`src/rtl/aurora_rx_lane.sv`:
```
// aurora_rx_lane: single-lane Aurora 64B/66B receive path.
//   Acquires block lock on 2-bit sync headers, descrambles every payload
//   (self-synchronous x^58+x^39+1), decodes data/separator/idle blocks and
//   rebuilds an AXI-Stream frame. All state advances only when enc_valid=1.
// Ports:
//   clk, rst         clock, synchronous active-high reset
//   enc_valid        enc_data holds a block this cycle
//   enc_data         [65:64] sync header, [63:0] scrambled payload
//   axi_valid/last   output beat valid / final beat of frame (no backpressure)
//   axi_keep         byte enables, bit k covers byte k
//   axi_data         user data, bytes beyond keep are zero
//   block_lock       lock FSM is in LOCK
//   hdr_err          pulse per invalid header (00/11) while locked
//   frame_err        pulse per framing violation
// Optional (macro AURORA_RX_ERR_CNT_EN):
//   err_cnt_clr      clears both error counters (wins over increment)
//   hdr_err_cnt      saturating count of hdr_err pulses
//   frame_err_cnt    saturating count of frame_err pulses
module aurora_rx_lane #(
  parameter int ENCODED_DATA_SIZE = 66,
  parameter int AXI_DATA_SIZE     = 64,
  parameter int LOCK_CNT          = 64,
  parameter int UNLOCK_ERR        = 16
) (
  input  logic                         clk,
  input  logic                         rst,
  input  logic                         enc_valid,
  input  logic [ENCODED_DATA_SIZE-1:0] enc_data,
  output logic                         axi_valid,
  output logic                         axi_last,
  output logic [7:0]                   axi_keep,
  output logic [AXI_DATA_SIZE-1:0]     axi_data,
  output logic                         block_lock,
  output logic                         hdr_err,
  output logic                         frame_err
`ifdef AURORA_RX_ERR_CNT_EN
  ,
  input  logic                         err_cnt_clr,
  output logic [15:0]                  hdr_err_cnt,
  output logic [15:0]                  frame_err_cnt
`endif
);

  localparam int PW  = ENCODED_DATA_SIZE - 2;
  localparam int SW  = 58;
  localparam int TAP = SW - 39;
  localparam int CW  = $clog2(LOCK_CNT);
  localparam int EW  = $clog2(UNLOCK_ERR + 1);

  typedef enum logic {HUNT, LOCK} state_e;

  state_e                   state_q, state_d;
  logic [CW-1:0]            cnt_q, cnt_d, win_q, win_d;
  logic [EW-1:0]            err_q, err_d, err_n;
  logic [SW-1:0]            scr_q, scr_d;
  logic [PW-1:0]            hold_q, hold_d;
  logic                     hold_full_q, hold_full_d;
  logic                     in_frame_q, in_frame_d;
  logic                     pend_valid_q, pend_valid_d;
  logic [AXI_DATA_SIZE-1:0] pend_data_q, pend_data_d;
  logic [7:0]               pend_keep_q, pend_keep_d;
  logic                     valid_q, valid_d, last_q, last_d;
  logic [7:0]               keep_q, keep_d;
  logic [AXI_DATA_SIZE-1:0] data_q, data_d;
  logic                     hdr_err_q, hdr_err_d, frame_err_q, frame_err_d;

  logic [1:0]       hdr;
  logic [PW-1:0]    payload, desc;
  logic [PW+SW-1:0] ext;
  logic             hdr_bad, lock_lost;
  logic [7:0]       sep_n, keep_n;

  assign hdr     = enc_data[ENCODED_DATA_SIZE-1 -: 2];
  assign payload = enc_data[PW-1:0];
  assign hdr_bad = (hdr == 2'b00) || (hdr == 2'b11);
  assign sep_n   = desc[15:8];
  assign keep_n  = ~(8'hFF << sep_n[2:0]);

  function automatic logic [AXI_DATA_SIZE-1:0] keep_mask(input logic [7:0] k);
    logic [AXI_DATA_SIZE-1:0] m;
    m = '0;
    for (int unsigned b = 0; b < 8; b++) m[8*b +: 8] = {8{k[b]}};
    return m;
  endfunction

  // ext places the current payload above the 58 previously received bits,
  // so ext[i] is stream bit i-58 and ext[i+TAP] is stream bit i-39.
  always_comb begin
    ext  = {payload, scr_q};
    desc = '0;
    for (int unsigned i = 0; i < PW; i++) desc[i] = payload[i] ^ ext[i+TAP] ^ ext[i];
    scr_d = enc_valid ? payload[PW-1 -: SW] : scr_q;
  end

  // Lock FSM next-state
  always_comb begin
    state_d   = state_q;
    cnt_d     = cnt_q;
    win_d     = win_q;
    err_d     = err_q;
    err_n     = err_q;
    lock_lost = 1'b0;
    if (enc_valid) begin
      unique case (state_q)
        HUNT: begin
          if (hdr_bad) begin
            cnt_d = '0;
          end else if (cnt_q == CW'(LOCK_CNT - 1)) begin
            state_d = LOCK;
            cnt_d   = '0;
            win_d   = '0;
            err_d   = '0;
          end else begin
            cnt_d = cnt_q + 1'b1;
          end
        end
        LOCK: begin
          win_d = (win_q == CW'(LOCK_CNT - 1)) ? '0 : win_q + 1'b1;
          err_n = hdr_bad ? err_q + 1'b1 : err_q;
          // The error on the wrap block is counted before the window clear.
          if (err_n == EW'(UNLOCK_ERR)) begin
            state_d   = HUNT;
            lock_lost = 1'b1;
            cnt_d     = '0;
            win_d     = '0;
            err_d     = '0;
          end else if (win_q == CW'(LOCK_CNT - 1)) begin
            err_d = '0;
          end else begin
            err_d = err_n;
          end
        end
        default: state_d = HUNT;
      endcase
    end
  end

  // Decode and output generation
  always_comb begin
    valid_d      = 1'b0;
    last_d       = 1'b0;
    keep_d       = '0;
    data_d       = '0;
    hdr_err_d    = 1'b0;
    frame_err_d  = 1'b0;
    hold_d       = hold_q;
    hold_full_d  = hold_full_q;
    in_frame_d   = in_frame_q;
    pend_valid_d = 1'b0;
    pend_data_d  = pend_data_q;
    pend_keep_d  = pend_keep_q;
    block_lock   = (state_q == LOCK);
    // A pending tail beat never overlaps a hold emit: the separator that
    // created it also emptied the hold register.
    if (pend_valid_q) begin
      valid_d = 1'b1;
      last_d  = 1'b1;
      keep_d  = pend_keep_q;
      data_d  = pend_data_q;
    end
    if (enc_valid && state_q == LOCK) begin
      if (hdr_bad) begin
        hdr_err_d = 1'b1;
        if (lock_lost) begin
          frame_err_d  = in_frame_q;
          hold_full_d  = 1'b0;
          pend_valid_d = 1'b0;
          in_frame_d   = 1'b0;
        end
      end else if (hdr == 2'b01) begin
        if (hold_full_q) begin
          valid_d = 1'b1;
          keep_d  = 8'hFF;
          data_d  = hold_q;
        end
        hold_d      = desc;
        hold_full_d = 1'b1;
        in_frame_d  = 1'b1;
      end else begin
        case (desc[7:0])
          8'h1E: begin
            if (sep_n > 8'd6) begin
              frame_err_d = 1'b1;
            end else begin
              if (hold_full_q) begin
                valid_d = 1'b1;
                keep_d  = 8'hFF;
                last_d  = (sep_n == 8'd0);
                data_d  = hold_q;
              end else if (sep_n == 8'd0) begin
                frame_err_d = 1'b1;
              end
              if (sep_n != 8'd0) begin
                pend_valid_d = 1'b1;
                pend_keep_d  = keep_n;
                pend_data_d  = (desc >> 16) & keep_mask(keep_n);
              end
              hold_full_d = 1'b0;
              in_frame_d  = 1'b0;
            end
          end
          8'hE1: begin
            if (hold_full_q) begin
              valid_d = 1'b1;
              keep_d  = 8'hFF;
              data_d  = hold_q;
            end
            pend_valid_d = 1'b1;
            pend_keep_d  = 8'h7F;
            pend_data_d  = desc >> 8;
            hold_full_d  = 1'b0;
            in_frame_d   = 1'b0;
          end
          default: ;
        endcase
      end
    end
  end

  always_ff @(posedge clk) begin
    if (rst) begin
      state_q      <= HUNT;
      cnt_q        <= '0;
      win_q        <= '0;
      err_q        <= '0;
      scr_q        <= '0;
      hold_q       <= '0;
      hold_full_q  <= 1'b0;
      in_frame_q   <= 1'b0;
      pend_valid_q <= 1'b0;
      pend_data_q  <= '0;
      pend_keep_q  <= '0;
      valid_q      <= 1'b0;
      last_q       <= 1'b0;
      keep_q       <= '0;
      data_q       <= '0;
      hdr_err_q    <= 1'b0;
      frame_err_q  <= 1'b0;
    end else begin
      state_q      <= state_d;
      cnt_q        <= cnt_d;
      win_q        <= win_d;
      err_q        <= err_d;
      scr_q        <= scr_d;
      hold_q       <= hold_d;
      hold_full_q  <= hold_full_d;
      in_frame_q   <= in_frame_d;
      pend_valid_q <= pend_valid_d;
      pend_data_q  <= pend_data_d;
      pend_keep_q  <= pend_keep_d;
      valid_q      <= valid_d;
      last_q       <= last_d;
      keep_q       <= keep_d;
      data_q       <= data_d;
      hdr_err_q    <= hdr_err_d;
      frame_err_q  <= frame_err_d;
    end
  end

  assign axi_valid = valid_q;
  assign axi_last  = last_q;
  assign axi_keep  = keep_q;
  assign axi_data  = data_q;
  assign hdr_err   = hdr_err_q;
  assign frame_err = frame_err_q;

`ifdef AURORA_RX_ERR_CNT_EN
  logic [15:0] hdr_err_cnt_q, hdr_err_cnt_d, frame_err_cnt_q, frame_err_cnt_d;

  always_comb begin
    hdr_err_cnt_d   = hdr_err_cnt_q;
    frame_err_cnt_d = frame_err_cnt_q;
    if (err_cnt_clr) begin
      hdr_err_cnt_d   = '0;
      frame_err_cnt_d = '0;
    end else begin
      if (hdr_err_d && hdr_err_cnt_q != '1)     hdr_err_cnt_d   = hdr_err_cnt_q + 1'b1;
      if (frame_err_d && frame_err_cnt_q != '1) frame_err_cnt_d = frame_err_cnt_q + 1'b1;
    end
  end

  always_ff @(posedge clk) begin
    if (rst) begin
      hdr_err_cnt_q   <= '0;
      frame_err_cnt_q <= '0;
    end else begin
      hdr_err_cnt_q   <= hdr_err_cnt_d;
      frame_err_cnt_q <= frame_err_cnt_d;
    end
  end

  assign hdr_err_cnt   = hdr_err_cnt_q;
  assign frame_err_cnt = frame_err_cnt_q;
`endif

endmodule

```
`config.mk`:
```
export PLATFORM = sky130hd
export DESIGN_NAME = aurora_rx_lane
export DESIGN_NICKNAME = d
export VERILOG_FILES = /design/src/rtl/aurora_rx_lane.sv
export SDC_FILE = /design/constraint.sdc
export NUM_CORES = 1
export LEC_CHECK = 0
export CAP_MARGIN = 0
export CELL_PAD_IN_SITES_DETAIL_PLACEMENT = 0
export CELL_PAD_IN_SITES_GLOBAL_PLACEMENT = 2
export CORE_ASPECT_RATIO = 2
export CORE_UTILIZATION = 34
export DETAILED_ROUTE_END_ITERATION = 6
export PLACE_DENSITY = 0.82
export SLEW_MARGIN = 20
export SYNTH_ARGS = -nofsm -noshare
export SYNTH_HDL_FRONTEND = slang
export SYNTH_SLANG_ARGS = --single-unit
```
`constraint.sdc`:
```
create_clock -name clk -period 3.68 [get_ports clk]
set_clock_uncertainty 0.05 [all_clocks]
set_input_delay 0.552 -clock clk [delete_from_list [all_inputs] [get_ports clk]]
set_output_delay 0.552 -clock clk [all_outputs]
set_load 0.005 [all_outputs]
```
==> run metrics, run 1 <==
status complete, no violations; max-cap violations 0; commonest non-fill, non-tap cell in the layout dfxtp_1; CTS Sinks ~280; Die Wd ~140 µm; Area Growth Syn to Fin 23.5%; Post-CTS Hold Fix Bufs 0; Final period util between 70% and 80%; Int Power between 4 and 5 mW; CTS max path bufs 3; final hold vios 0; Peak Freq approximately 0.34 GHz; combinational power share a little over an eighth; commonest cells after routing, fill and taps aside dfxtp_1 (280), a21oi_1 (195), nand2_1 (174); Setup crit start kind input pin; CP max-delay cell or4_1; most used flip-flop cell after synthesis dfxtp_1; WP data required around 4 ns; Yosys Warn Count 0; path type of the worst min-delay path in2reg; largest net degree at the start of global routing between 100 and 150; Rows between 90 and 100; GR Overflow Total 0; Post-synth EDFFs 0; CTS Buf Count 26; postcts setup bufs 0; port bufs ~150; H-Tree Depth 1; Max FO, Critical Path 54; Cells after Synth ~1400; fraction of registers with async set/reset 0%; Detailed Place HPWL 30.5 mm; first-pass GRT wire length about 65 mm; RSZ-0062 raised after global routing false; detailed-route via count 10859; post-layout min period around 2.9 ns; die area about 37000 µm²; Net Sw Frac 27.4%; share of cells above drive strength 1 about 7%; # placed instances roughly 1900; Cell variety after synth 59; clk slew on worst S/H paths around 0.07 ns; Clk pwr share 41.5%; syn_nets 1493; Crit Path Class in2reg; crit path cell chain clkdlybuf4s50_1 -> xnor3_1 -> or4_1 -> or2_1 -> o31ai_4 -> and2_2 -> buf_12 -> a311oi_1; Reg power frac a little under half; Root Buffer clkbuf_16; Post-Route WL about 43 mm; via/cell ratio about 5.5; Synth Area per Inst around 8.8 µm²; register area share after synthesis 45.2%; Resize count post-CTS 0; Final Slew Violations 0; GP Congestion ~0.86; GRT Overall Usage 23.1%; Worst Setup End Kind flop; setup TNS 0 ns; relative slew slack slightly below 30%; core region area ~36000 µm²; power per cell area between 400 and 500 nW/µm²; initial core utilization 34.6%; register bit total from synthesis ~280; Worst-Margin Slew 1.06 ns; TritonRoute pass-1 iters 5; Finished Layout Cells slightly below 2000; Max VDD drop about 320 µV; Total Nets Final 1588; Iteration-0 DRC Markers just under 800; Leakage ~5.2 nW; CTS tree yes; clock latency on the worst-skew pair 0.55 ns; Arrival @ worst endpoint 3.28 ns; max incr delay on CP around 0.57 ns; DRC 0; Wirelength per Cell 21.7 µm; vias in the first global route 10557; die height 272 µm; # IOs around 150; Psw 1.88 mW; # fillers 3599; mapped cell area ~12000 µm²; Post-DRT Antenna Nets 0; antenna violations before repair 0; Setup-failing EPs final 0
## area by class of cell
type	instances	area [µm²]	area share (%)
Multi-Input combinational cell	1013	6330	41.3
Sequential cell	281	5630	36.6
Tap cell	450	563	3.67
Clock buffer	32	734	4.78
Timing Repair Buffer	186	1910	12.4
Antenna cell	1	2.50	0.0163
Clock inverter	16	160	1.04
Inverter	6	22.5	0.147
## per-layer routing
| layer | global-route usage, % | vias up | part of all wire (%) | routed length [µm] |
|---|---|---|---|---|
| li1 | - | 5188 | - | - |
| met1 | 27.2 | 5242 | 38 | 16500 |
| met2 | 42.2 | 354 | 53 | 22800 |
| met3 | 1.94 | 75 | 4.6 | 1990 |
| met4 | 9.46 | 0 | 3.9 | 1680 |
| met5 | 0 | - | 0 | 0 |
## path summary, 6_finish.rpt
check              start         endpoint  slack, ns  cells after the start
min reg2reg   hold_q[21]       hold_q[21]       0.41                      2
min            enc_valid         cnt_q[4]       0.33                      4
max          enc_data[6]  pend_data_q[15]       0.74                      8
max reg2reg    scr_q[24]  pend_data_q[15]       0.90                      7
## synthesized netlist by cell type (all sizes together), types with 2 or more instances
cell     count  area [µm²]
a311oi      39         342
nand4       10        62.6
inv          5        18.8
a31oi       11        68.8
or2          4        25.0
xnor2       94         823
o221ai       5        43.8
o21ai       18        90.1
nor3         5        30.0
nor4         4        25.0
nand2      175         657
nor3b        9        67.6
buf         32         156
or4b         2        20.0
clkbuf      87         327
a21oi      195         976
o31ai        3        27.5
nand3b       8        60.1
xnor3        7         158
mux2i       60         601
a211oi      14         105
nand3       82         410
ha           5        62.6
or4          2        15.0
a2bb2oi      3        26.3
a22o         8        70.1
o211ai      53         398
nand4b       2        23.8
xor3         8         190
xor2        14         123
nor2       130         488
mux2         2        22.5
and2         7        43.8
and3         5        31.3
dfxtp      281        5630
or3         14        87.6
## flip-flops by register name, indices dropped and copies added (netlist names), 6 cells and up
signal / flops
cnt_q: 6
win_q: 6
axi_data: 64
hold_q: 64
pend_data_q: 56
scr_q: 58
axi_keep: 8
pend_keep_q: 7
## power groups by stage
stage	registers, mW	clock network [mW]	logic [mW]
4_1_cts	3.12	2.92	0.894
6_report	3.12	2.85	0.897
3_3_place_gp	3.19	0	0.890
3_5_place_dp	3.19	0	0.890
5_1_grt	3.12	3.03	0.940
2_1_floorplan	3.18	0	0.480
## logic make-up (layout without fill, tap and decap cells)
kind of cell               after synthesis  count (layout)  synth area share (%)
xor gates and xnor gates               123             123                  10.4
muxes                                   62              62                  5.01
buffers and inverters                  125             240                  4.07
other                                    0               1                     0
AOI/OAI and AO/OA                      358             358                  17.9
adders and majority gates                5               5                 0.503
DFF                                    281             281                  45.2
and+or+nand+nor                        465             465                  16.9
## critical path, delay by kind of cell
family / cells / cell delay, ns
XOR/XNOR: 1 / 0.54
buffers and inverters: 2 / 0.80
AO/OA/AOI/OAI: 2 / 0.26
AND/OR/NAND/NOR: 3 / 1.11
## through the flow
stage                     area [µm²]  util [%]  hold slack, ns  setup slack [ns]  power, mW
after floorplan                12400         -           0.382             0.828       3.66
after global placement         14500      40.2           0.391             0.214       4.08
after detailed placement       14500      40.2           0.394             0.200       4.08
after CTS                      15400      42.7           0.315             0.764       6.93
after global routing           15400      42.7           0.331             0.622       7.09
final                          15400      42.7           0.325             0.738       6.87
(Power assumes the default switching activity.)
==> run 2: changes to the inputs <==
==> constraint.sdc (replaced) <==
create_clock -name clk -period 2.9 [get_ports clk]
set_clock_uncertainty 0.05 [all_clocks]
set_input_delay 0.435 -clock clk [delete_from_list [all_inputs] [get_ports clk]]
set_output_delay 0.435 -clock clk [all_outputs]
set_load 0.005 [all_outputs]
==> run metrics, run 2 (synthesis results as in run 1) <==
Max VDD drop 399 µV (+25%); CTS max path bufs 3 (unchanged); Peak Freq around 0.37 GHz; clk slew on worst S/H paths 0.07 ns (about the same); Post-DRT Antenna Nets 0 (unchanged); Die Wd 137 µm (unchanged); CTS tree yes; power per cell area 559 nW/µm² (+25%); DP Worst Slack -0.366 ns (-0.566 ns); port bufs 145 (unchanged); share of cells above drive strength 1 13.1% (+6.2 points); Post-DP Area 15300 µm² (+6.0%); relative slew slack 29.1% (-0.43 points); Total Nets Final 1699 (+7.0%); Worst Setup End Kind flop; Post-CTS Hold Fix Bufs 0 (unchanged); first-pass GRT wire length 65.5 mm (+1.3%); Resize count post-CTS 0 (unchanged); crit path cell chain clkdlybuf4s50_1 -> xnor3_1 -> or4_1 -> or2_1 -> o31ai_4 -> buf_4 -> a21oi_1 -> a311oi_1; Setup-failing EPs final 0 (unchanged); largest net degree at the start of global routing 69 (-51%); family with the most delay on the worst path simple AND/OR/NAND/NOR gates; Setup crit start kind input pin; clock latency on the worst-skew pair 0.55 ns (about the same); commonest cells after routing, fill and taps aside dfxtp_1 (280), a21oi_1 (195), nand2_1 (174); Detailed Place HPWL 32.6 mm (+7.0%); CP max-delay cell or4_1; via/cell ratio 5.37 (-1.9%); Final Slew Violations 0 (unchanged); H-Tree Depth 1 (unchanged); final hold vios 0 (unchanged); GR Overflow Total 0 (unchanged); CTS Sinks 281 (unchanged); Arrival @ worst endpoint 3.14 ns (-0.14 ns); initial core utilization 34.6% (unchanged); # IOs 146 (unchanged); GP Congestion 0.896 (+4.4%); DRC 0 (unchanged); Iteration-0 DRC Markers 668 (-15%); status complete, no violations; max incr delay on CP 0.57 ns (about the same); Area Growth Syn to Fin 31.0%; setup TNS 0 ns (unchanged); path type of the worst min-delay path in2reg; detailed-route via count 11241 (+3.5%); Final period util a little over nine tenths; min setup slack post-route 0.163 ns (-0.575 ns); Worst-Margin Slew 1.06 ns (+0.00648 ns); CTS Buf Count 26 (unchanged); Crit Path Class in2reg; commonest non-fill, non-tap cell in the layout dfxtp_1; RSZ-0062 raised after global routing false; Leakage 5.78 nW (+11%); post-layout min period between 2 and 3 ns; post-layout util 45.3% (+2.6 points); die height 272 µm (unchanged); WP data required 3.31 ns (-0.71 ns); Power Total 9.11 mW (+32%); die area 37400 µm² (unchanged); Bufs and invs on worst path 2 (unchanged); Wirelength per Cell 20.5 µm (-5.4%); Post-Route WL 42.9 mm (-0.12%); Design Area, Final 16300 µm² (+6.1%); vias in the first global route 11212 (+6.2%); max-cap violations 0 (unchanged); postcts setup bufs 0 (unchanged); TritonRoute pass-1 iters 5 (unchanged); Rows 98 (unchanged); core region area 35900 µm² (unchanged); Root Buffer clkbuf_16; GRT Overall Usage 23.2% (+0.087 points); antenna violations before repair 1 (+1); Max FO, Critical Path 15 (-72%)
run 2: cell count changes in the layout (fill, tap and decap cells not counted), sizes merged:
cell,previous run,this run
inv,7,5
clkinv,7,5
bufinv,2,5
buf,42,153
clkbuf,33,36
clkinvlp,6,3
run 2: cell type report:
cell class,count,area (µm²)
clock inverter,12,196
clock buffer,35,766
antenna,1,2.50
multi-input combinational,1013,6330
inverter,6,22.5
timing repair buffer,297,2780
sequential,281,5630
fill,3559,19600
tap,450,563
run 2: layer usage:
metal  global-route usage [%]  vias up  wire, µm
met5                        0        -         0
met4                     11.9        0      2130
met3                     1.88       85      1670
met2                     42.4      350     22600
met1                     26.4     5399     16600
li1                         -     5407         -
run 2: report_power, final:
| part | switching, mW | internal, mW | total (mW) |
|---|---|---|---|
| registers | 0.0517 | 3.91 | 3.96 |
| logic | 0.725 | 0.549 | 1.27 |
| clock network | 1.57 | 2.30 | 3.87 |
| total | 2.35 | 6.75 | 9.11 |
run 2: through the flow:
step / std cells / hold WS, ns
detailed placement: 2047 / 0.393
global placement: 2047 / 0.392
floorplan: 1419 / 0.382
CTS: 2094 / 0.198
finish: 2095 / 0.218
global route: 2095 / 0.218
run 2: worst paths after layout:
path | startpoint | endpoint | slack [ns] | cells past startpoint
max | enc_data[7] | pend_data_q[5] | 0.16 | 8
max reg2reg | scr_q[20] | axi_data[11] | 0.23 | 10
min reg2reg | hold_q[57] | hold_q[57] | 0.40 | 2
min | enc_valid | cnt_q[4] | 0.22 | 4
run 2: worst reg2reg max path: stages, from the launching register on:
cell      delay [ns]
dfxtp_1         0.43
xor3_1          0.42
buf_4           0.17
nor4_1          0.35
and2_1          0.23
buf_4           0.15
a211oi_4        0.05
buf_12          0.19
buf_4           0.20
o211ai_1        0.19
a21oi_1         0.10
